`config.mk`:
```
export PLATFORM = sky130hd
export DESIGN_NAME = pc_unit
export DESIGN_NICKNAME = d
export VERILOG_FILES = /design/src/rtl/pc_unit.sv
export SDC_FILE = /design/constraint.sdc
export NUM_CORES = 1
export LEC_CHECK = 0
export CELL_PAD_IN_SITES_DETAIL_PLACEMENT = 0
export CELL_PAD_IN_SITES_GLOBAL_PLACEMENT = 2
export CORE_MARGIN = 1.5
export CORE_UTILIZATION = 30
export CTS_CLUSTER_SIZE = 30
export DETAILED_ROUTE_END_ITERATION = 10
export PLACE_DENSITY = 0.71
export SYNTH_ARGS = -nofsm -noshare
export SYNTH_HDL_FRONTEND = slang
export SYNTH_SLANG_ARGS = --single-unit
export TNS_END_PERCENT = 1
```
`constraint.sdc`:
```
create_clock -name clock -period 2.56 [get_ports clock]
set_clock_uncertainty 0.15 [all_clocks]
set_input_delay 0.512 -clock clock [delete_from_list [all_inputs] [get_ports clock]]
set_output_delay 0.512 -clock clock [all_outputs]
set_load 0.01 [all_outputs]
```
`src/rtl/pc_unit.sv`:
```
// pc_unit: program counter with reset vector, relative branch, absolute jump,
// call/return through a bounded hardware return-address stack, stall hold and
// sticky overflow/underflow error flags.
module pc_unit #(
   parameter int unsigned ADDR_WIDTH   = 6,
   parameter int unsigned OFFSET_WIDTH = 6,
   parameter int unsigned RESET_VECTOR = 0,
   parameter int unsigned STACK_DEPTH  = 4
) (
   input  logic                    clock,
   input  logic                    reset_n,
   input  logic                    stall,
   input  logic [2:0]              op,
   input  logic                    taken,
   input  logic [OFFSET_WIDTH-1:0] offset,
   input  logic [ADDR_WIDTH-1:0]   target,
   input  logic                    err_clr,
   output logic [ADDR_WIDTH-1:0]   pc,
   output logic                    stack_empty,
   output logic                    stack_full,
   output logic                    overflow,
   output logic                    underflow
);

   // Count spans 0..STACK_DEPTH; index addresses the entry slots.
   localparam int unsigned CNT_W = $clog2(STACK_DEPTH + 1);
   localparam int unsigned IDX_W = (STACK_DEPTH > 1) ? $clog2(STACK_DEPTH) : 1;
   localparam int unsigned SLOTS = 1 << IDX_W;

   localparam logic [2:0] OP_SEQ    = 3'b000;
   localparam logic [2:0] OP_BRANCH = 3'b001;
   localparam logic [2:0] OP_JUMP   = 3'b010;
   localparam logic [2:0] OP_CALL   = 3'b011;
   localparam logic [2:0] OP_RET    = 3'b100;

   logic [ADDR_WIDTH-1:0] r_pc;
   logic [CNT_W-1:0]      r_count;
   logic [ADDR_WIDTH-1:0] r_stack [SLOTS];
   logic                  r_overflow;
   logic                  r_underflow;

   logic [ADDR_WIDTH-1:0] w_pc_inc;
   logic [ADDR_WIDTH-1:0] w_off_ext;
   logic [ADDR_WIDTH-1:0] w_top;
   logic [IDX_W-1:0]      w_push_idx;
   logic [IDX_W-1:0]      w_top_idx;
   logic                  w_empty;
   logic                  w_full;
   logic [ADDR_WIDTH-1:0] w_pc_nxt;
   logic [CNT_W-1:0]      w_count_nxt;
   logic                  w_push;
   logic                  w_ovf_set;
   logic                  w_unf_set;

   // Datapath helpers: increment, sign-extended offset, stack top and push slot.
   assign w_pc_inc   = r_pc + ADDR_WIDTH'(1);
   assign w_off_ext  = ADDR_WIDTH'($signed(offset));
   assign w_push_idx = IDX_W'(r_count);
   assign w_top_idx  = IDX_W'(r_count - CNT_W'(1));
   assign w_top      = r_stack[w_top_idx];
   assign w_empty    = (r_count == '0);
   assign w_full     = (r_count == CNT_W'(STACK_DEPTH));

   // Next-PC selection and stack/error event decode; stall holds everything.
   always_comb begin
      w_pc_nxt    = r_pc;
      w_count_nxt = r_count;
      w_push      = 1'b0;
      w_ovf_set   = 1'b0;
      w_unf_set   = 1'b0;
      if (!stall) begin
         case (op)
            OP_BRANCH: w_pc_nxt = taken ? (r_pc + w_off_ext) : w_pc_inc;
            OP_JUMP:   w_pc_nxt = target;
            OP_CALL: begin
               w_pc_nxt = target;
               if (w_full) begin
                  w_ovf_set = 1'b1;
               end else begin
                  w_push      = 1'b1;
                  w_count_nxt = r_count + CNT_W'(1);
               end
            end
            OP_RET: begin
               if (w_empty) begin
                  w_pc_nxt  = w_pc_inc;
                  w_unf_set = 1'b1;
               end else begin
                  w_pc_nxt    = w_top;
                  w_count_nxt = r_count - CNT_W'(1);
               end
            end
            default:   w_pc_nxt = w_pc_inc;
         endcase
      end
   end

   // Control registers: pc, stack count and sticky flags (set beats clear).
   always_ff @(posedge clock or negedge reset_n) begin
      if (!reset_n) begin
         r_pc        <= ADDR_WIDTH'(RESET_VECTOR);
         r_count     <= '0;
         r_overflow  <= 1'b0;
         r_underflow <= 1'b0;
      end else begin
         r_pc        <= w_pc_nxt;
         r_count     <= w_count_nxt;
         r_overflow  <= w_ovf_set | (r_overflow & ~err_clr);
         r_underflow <= w_unf_set | (r_underflow & ~err_clr);
      end
   end

   // Return-address storage; contents are don't-care after reset.
   always_ff @(posedge clock) begin
      if (w_push) begin
         r_stack[w_push_idx] <= w_pc_inc;
      end
   end

   assign pc          = r_pc;
   assign stack_empty = w_empty;
   assign stack_full  = w_full;
   assign overflow    = r_overflow;
   assign underflow   = r_underflow;

endmodule

```
==> metrics.txt, run 1 <==
status=finished clean; post-synthesis net count=182; cell chain of the critical path=inv_1 > ha_1 > nand2b_1 > inv_1 > clkdlybuf4s50_1; worst-margin pin slew=0.616 ns; Detailed Route WL=4480 um; gr ovfl total=0; Mapped Area=1980 um^2; diode count=0; fin crit share=93.2%; Routed Antenna Nets=0; layout cells sized above 1=11.6%; MaxCap Viol Count=0; io pins=30; post-CTS resize count=0; synthesized instance count=150; final setup violation count=0; H-tree depth=2; total vias in the final route=1329; clock latency on the worst-skew pair=0.28 ns; Fmax=419 MHz; Placed Area=2370 um^2; crit path DAT=1.72 ns; VDD IR max=387 uV; worst setup margin=0.173 ns; hold_buf cts=0; Worst R2R Setup Slack=0.36 ns; final core utilization=38.4%; CP Class=register to output port; worst flop-to-flop path endpoint=pc[5]; FFs w/ async S/R, synth=31.4%; Max Slew Vio Count=0; GRT Util Overall=13.4%; CTS max path bufs=2; RD Place Congestion=0.800; Layout area overhead=23.5%; synth unique cells=42; pre-CTS setup slack=-0.0634 ns; final hold viol count=0; core area=6390 um^2; Slowest-stage cell, CP=clkdlybuf4s50_1; drt via density=4.98; min-delay src=r_count[2]; sequential-to-total area share from yosys stat=50.2%; Worst EP required=1.90 ns; Pre-antenna DRT Iters=4; die area=7110 um^2; Die Wd=84.3 um; max_slew headroom=58.8%; CP startpoint kind=register; I/O Buffers=29; RR Startpoint=r_count[1]; hold depth=1; Sink Count=35; Power Density=880 nW/um^2; DR iter-0 viols=74; drc violations=0; fin crit period=2.39 ns; Layout Nets=221; vias in the first global route=1413; worst hold slack=0.342 ns; antenna violations before repair=0; Worst Hold Class=register to register; post-route cell area=2450 um^2; post-synthesis area per instance=13.2 um^2; Synth Register Bits=35; crit-path leading delay family=buffers and inverters; first-pass GRT wire length=7200 um; clock slew seen by the registers of the worst setup and hold paths=0.07 ns; RSZ-0062 raised after global routing=no; Top cell by count, worst path=inv_1; largest fanout on the critical path=4; Crit path buffers/inverters=3; r2r worst-path depth=6; Final HPWL DP=3350 um; ys flop type=edfxtp_1; leakage power figure=0.935 nW; WHS Endpoint=r_count[2]; max incr delay on CP=0.53 ns; CTS tree=yes; postcts setup bufs=0; synth warn=0; Starting Density=31.1%; largest net degree at the start of global routing=15; Die H=84.3 um; WL/cell=16.8 um; number of synthesized flops with an enable pin=24; Site Rows=29; CTS buffer count=5; clk root buf=clkbuf_8; Tot Pwr=2.16 mW; CP endpoint kind=output port
[worst max-delay path by stage]
stage                       end       start  depth (start not counted)  slack, ns
global placement          pc[5]   offset[1]                          7      -0.05
detailed placement        pc[5]   offset[1]                          7      -0.06
CTS                 stack_empty  r_count[0]                          5       0.14
floorplan                 pc[5]  r_count[0]                          8       0.23
global route        stack_empty  r_count[0]                          5     0.0001
finish              stack_empty  r_count[0]                          5       0.17
[cell usage in the layout, fill, tap and decap left out, types with 2 or more instances in the layout]
cell	count
ha_1	11
nand3b_1	3
nand2_1	3
a22oi_1	4
and2_1	4
mux4_1	5
edfxtp_1	24
nor2_1	7
buf_4	7
nor2b_1	3
clkbuf_8	5
a221oi_1	4
inv_1	14
nand3_1	3
xnor2_1	6
and3b_1	2
clkbuf_1	2
dfrtp_1	11
nor3_1	2
xor2_1	2
o21ai_0	5
a21oi_1	11
a21o_1	2
a32oi_1	2
clkdlybuf4s50_1	29
[power by group]
group	switching [mW]	internal [mW]	total, mW
Clock	0.188	0.191	0.379
Sequential	0.0850	0.741	0.826
Combinational	0.479	0.472	0.951
[flip-flops by register name, indices dropped and copies added, names as in the netlist]
name	flops
overflow	1
pc	6
r_count	3
r_stack	24
underflow	1
[routing by layer]
layer / part of all wire (%) / routed length (um) / GRT usage, %
met1: 46 / 2060 / 16.6
met2: 49 / 2200 / 22.8
met3: 4.2 / 189 / 4.13
met4: 0.54 / 24 / 3.58
met5: 0 / 0 / 0
[through the flow]
step	setup TNS [ns]	std cells
6_report	0	267
4_1_cts	0	267
2_1_floorplan	0	150
5_1_grt	0	267
3_5_place_dp	-0.0640	259
3_3_place_gp	-0.0544	259
[worst register-to-register path, cell delays in order, from the launching register on]
cell and delay (ns):
dfrtp_1 0.40, inv_1 0.10, ha_1 0.33, mux4_2 0.31
a221o_1 0.39, a2111oi_4 0.34, a221oi_2 0.06
[cells by family (layout without fill, tap and decap cells)]
logic type | count (synthesis) | in the layout | share of synthesized area (%)
buffers and inverters | 18 | 58 | 5.36
DFF | 35 | 35 | 50.2
adders and majority gates | 12 | 12 | 7.95
muxes | 7 | 7 | 8.33
AOI/OAI and AO/OA | 36 | 36 | 13.5
and+or+nand+nor | 33 | 33 | 10.3
xor gates and xnor gates | 9 | 9 | 4.35
[cells in the mapped netlist, types with 2 or more instances]
cell | number | area share, %
edfxtp_1 | 24 | 36
inv_1 | 14 | 2.6
a21oi_1 | 11 | 2.8
dfrtp_1 | 11 | 14
ha_1 | 11 | 6.9
nor2_1 | 7 | 1.3
xnor2_1 | 6 | 2.6
mux4_1 | 5 | 6.6
o21ai_0 | 5 | 1.3
a221oi_1 | 4 | 1.8
a22oi_1 | 4 | 1.5
and2_1 | 4 | 1.3
nand2_1 | 3 | 0.57
nand3_1 | 3 | 0.76
nand3b_1 | 3 | 1.1
nor2b_1 | 3 | 0.95
a21o_1 | 2 | 0.76
a32oi_1 | 2 | 0.88
and3b_1 | 2 | 0.88
clkbuf_8 | 2 | 1.4
nor3_1 | 2 | 0.50
xor2_1 | 2 | 0.88
[cell type report]
| cell class | instances | area [um^2] |
|---|---|---|
| clock buffer | 7 | 76.3 |
| timing repair buffer | 36 | 343 |
| fill | 612 | 3940 |
| sequential | 35 | 996 |
| multi-input combinational | 97 | 881 |
| clock inverter | 1 | 5.00 |
| tap | 77 | 96.3 |
| inverter | 14 | 52.6 |
Power figures use the tool's default switching activity.
==> run 2: changes to the inputs <==
- ABC_CLOCK_PERIOD_IN_PS: default -> 2560
- CORE_ASPECT_RATIO: default -> 2
- PLACE_DENSITY: 0.71 -> default
- PLACE_DENSITY_LB_ADDON: default -> 0.12
==> metrics.txt, run 2 (synthesis gave the netlist of run 1 again) <==
status=finished clean; Sequential Power Share=33.8%; Worst Hold Class=register to register; first-pass GRT wire length=7820 um; final setup violation count=0; Site Rows=41; CP startpoint kind=register; worst hold slack=0.332 ns; hold depth=1; crit-path leading delay family=buffers and inverters; Clk pwr share=24.4%; MaxCap Viol Count=0; clock latency on the worst-skew pair=0.28 ns; Sink Count=35; Placed Area=2410 um^2; Crit path buffers/inverters=3; Layout area overhead=28.9%; WHS Endpoint=r_count[2]; I/O Buffers=29; post-CTS resize count=0; fin crit period=2.38 ns; final hold viol count=0; commonest non-fill, non-tap cell in the layout=clkdlybuf4s50_1; CP endpoint kind=output port; H-tree depth=2; total vias in the final route=1360; postcts setup bufs=0; max FFs per register=24; largest net degree at the start of global routing=15; worst-margin pin slew=0.665 ns; CTS buffer count=5; Slowest-stage cell, CP=clkdlybuf4s50_1; antenna violations before repair=0; largest fanout on the critical path=4; final core utilization=40.2%; min-delay src=r_count[2]; Starting Density=31.2%; CTS tree=yes; setup tns final=0 ns; clock slew seen by the registers of the worst setup and hold paths=0.05 ns; vias in the first global route=1469; cell chain of the critical path=inv_1 > ha_1 > nand2_1 > inv_1 > clkdlybuf4s50_1; Detailed Route WL=5020 um; layout cells sized above 1=14.4%; largest reg by FF count=r_stack; Routed Antenna Nets=0; drc violations=0; Placed Cells=272; GRT Util Overall=15.3%; VDD IR max=544 uV; Worst EP required=1.90 ns; RR Startpoint=r_count[1]; Power Density=937 nW/um^2; fill count=643; CP Class=register to output port; RD Place Congestion=0.775; diode count=0; final non-filler cell total=280; post-route cell area=2560 um^2; Die Wd=60.5 um; fin crit share=93.0%; Layout Nets=225; DR iter-0 viols=41; drt via density=4.86; cell internal pwr=1.59 mW; leakage power figure=0.980 nW; hold_buf cts=0; crit path DAT=1.72 ns; Switching Share=33.5%; RSZ-0062 raised after global routing=no; r2r worst-path depth=6; Die H=118 um; max_slew headroom=55.6%; io pins=30; CTS max path bufs=2; max incr delay on CP=0.53 ns; most frequent cells in the layout=clkdlybuf4s50_1, edfxtp_1, inv_1; Worst R2R Setup Slack=0.37 ns; worst flop-to-flop path endpoint=pc[5]; die area=7140 um^2; core area=6360 um^2; Final HPWL DP=3920 um; Top cell by count, worst path=inv_1; switching pwr=803 uW; Pre-antenna DRT Iters=4; share of power burned in combinational logic=41.8%; Max Slew Vio Count=0; Fmax=420 MHz; clk root buf=clkbuf_16; gr ovfl total=0; WL/cell=17.9 um
-- run 2: cell types whose count changed in the layout (fill, tap and decap cells not counted), sizes merged --
| cell | change |
|---|---|
| clkinvlp | +1 |
| clkbuf | -1 |
| buf | +4 |
-- run 2: power by group through the flow --
stage / Clock [mW] / Sequential, mW / Combinational [mW]
detailed placement: 0 / 0.823 / 1.01
floorplan: 0 / 0.833 / 0.647
global route: 0.624 / 0.820 / 1.11
CTS: 0.609 / 0.813 / 1.02
global placement: 0 / 0.821 / 0.984
finish: 0.585 / 0.810 / 1.00
-- run 2: layer usage --
layer / vias to the layer above / wire length (um) / global-route usage [%]
li1: 657 / - / -
met3: 4 / 160 / 2.53
met5: - / 0 / 0
met2: 27 / 3010 / 28.7
met1: 672 / 1760 / 15.4
met4: 0 / 91 / 6.66
-- run 2: final cells by class --
cell class | count | area (um^2) | area share (%)
well taps | 86 | 108 | 4.21
repair buffers | 40 | 373 | 14.6
multi-input cells | 97 | 886 | 34.7
clock buffers | 6 | 129 | 5.04
inverters | 14 | 52.6 | 2.06
flip-flops and latches | 35 | 996 | 39.0
clock inverters | 2 | 12.5 | 0.489
-- run 2: per-stage QoR --
stage | setup WS (ns) | power [mW]
floorplan | 0.228 | 1.48
CTS | 0.0285 | 2.44
finish | 0.179 | 2.40
global route | 0.0365 | 2.55
global placement | -0.180 | 1.80
detailed placement | -0.253 | 1.83
-- run 2: how the worst max path moves through the flow --
stage	start	end	depth (start not counted)
final	r_count[0]	stack_full	5
after detailed placement	offset[1]	pc[5]	7
after CTS	offset[1]	pc[5]	7
after floorplan	r_count[0]	pc[5]	8
after global placement	offset[1]	pc[5]	7
after global routing	offset[1]	pc[5]	7
-- run 2: worst register-to-register path, cell delays in order, from the launching register on --
cell,delay [ns]
dfrtp_1,0.39
inv_1,0.09
ha_1,0.33
mux4_2,0.29
a221o_1,0.40
a2111oi_4,0.36
a221oi_2,0.06
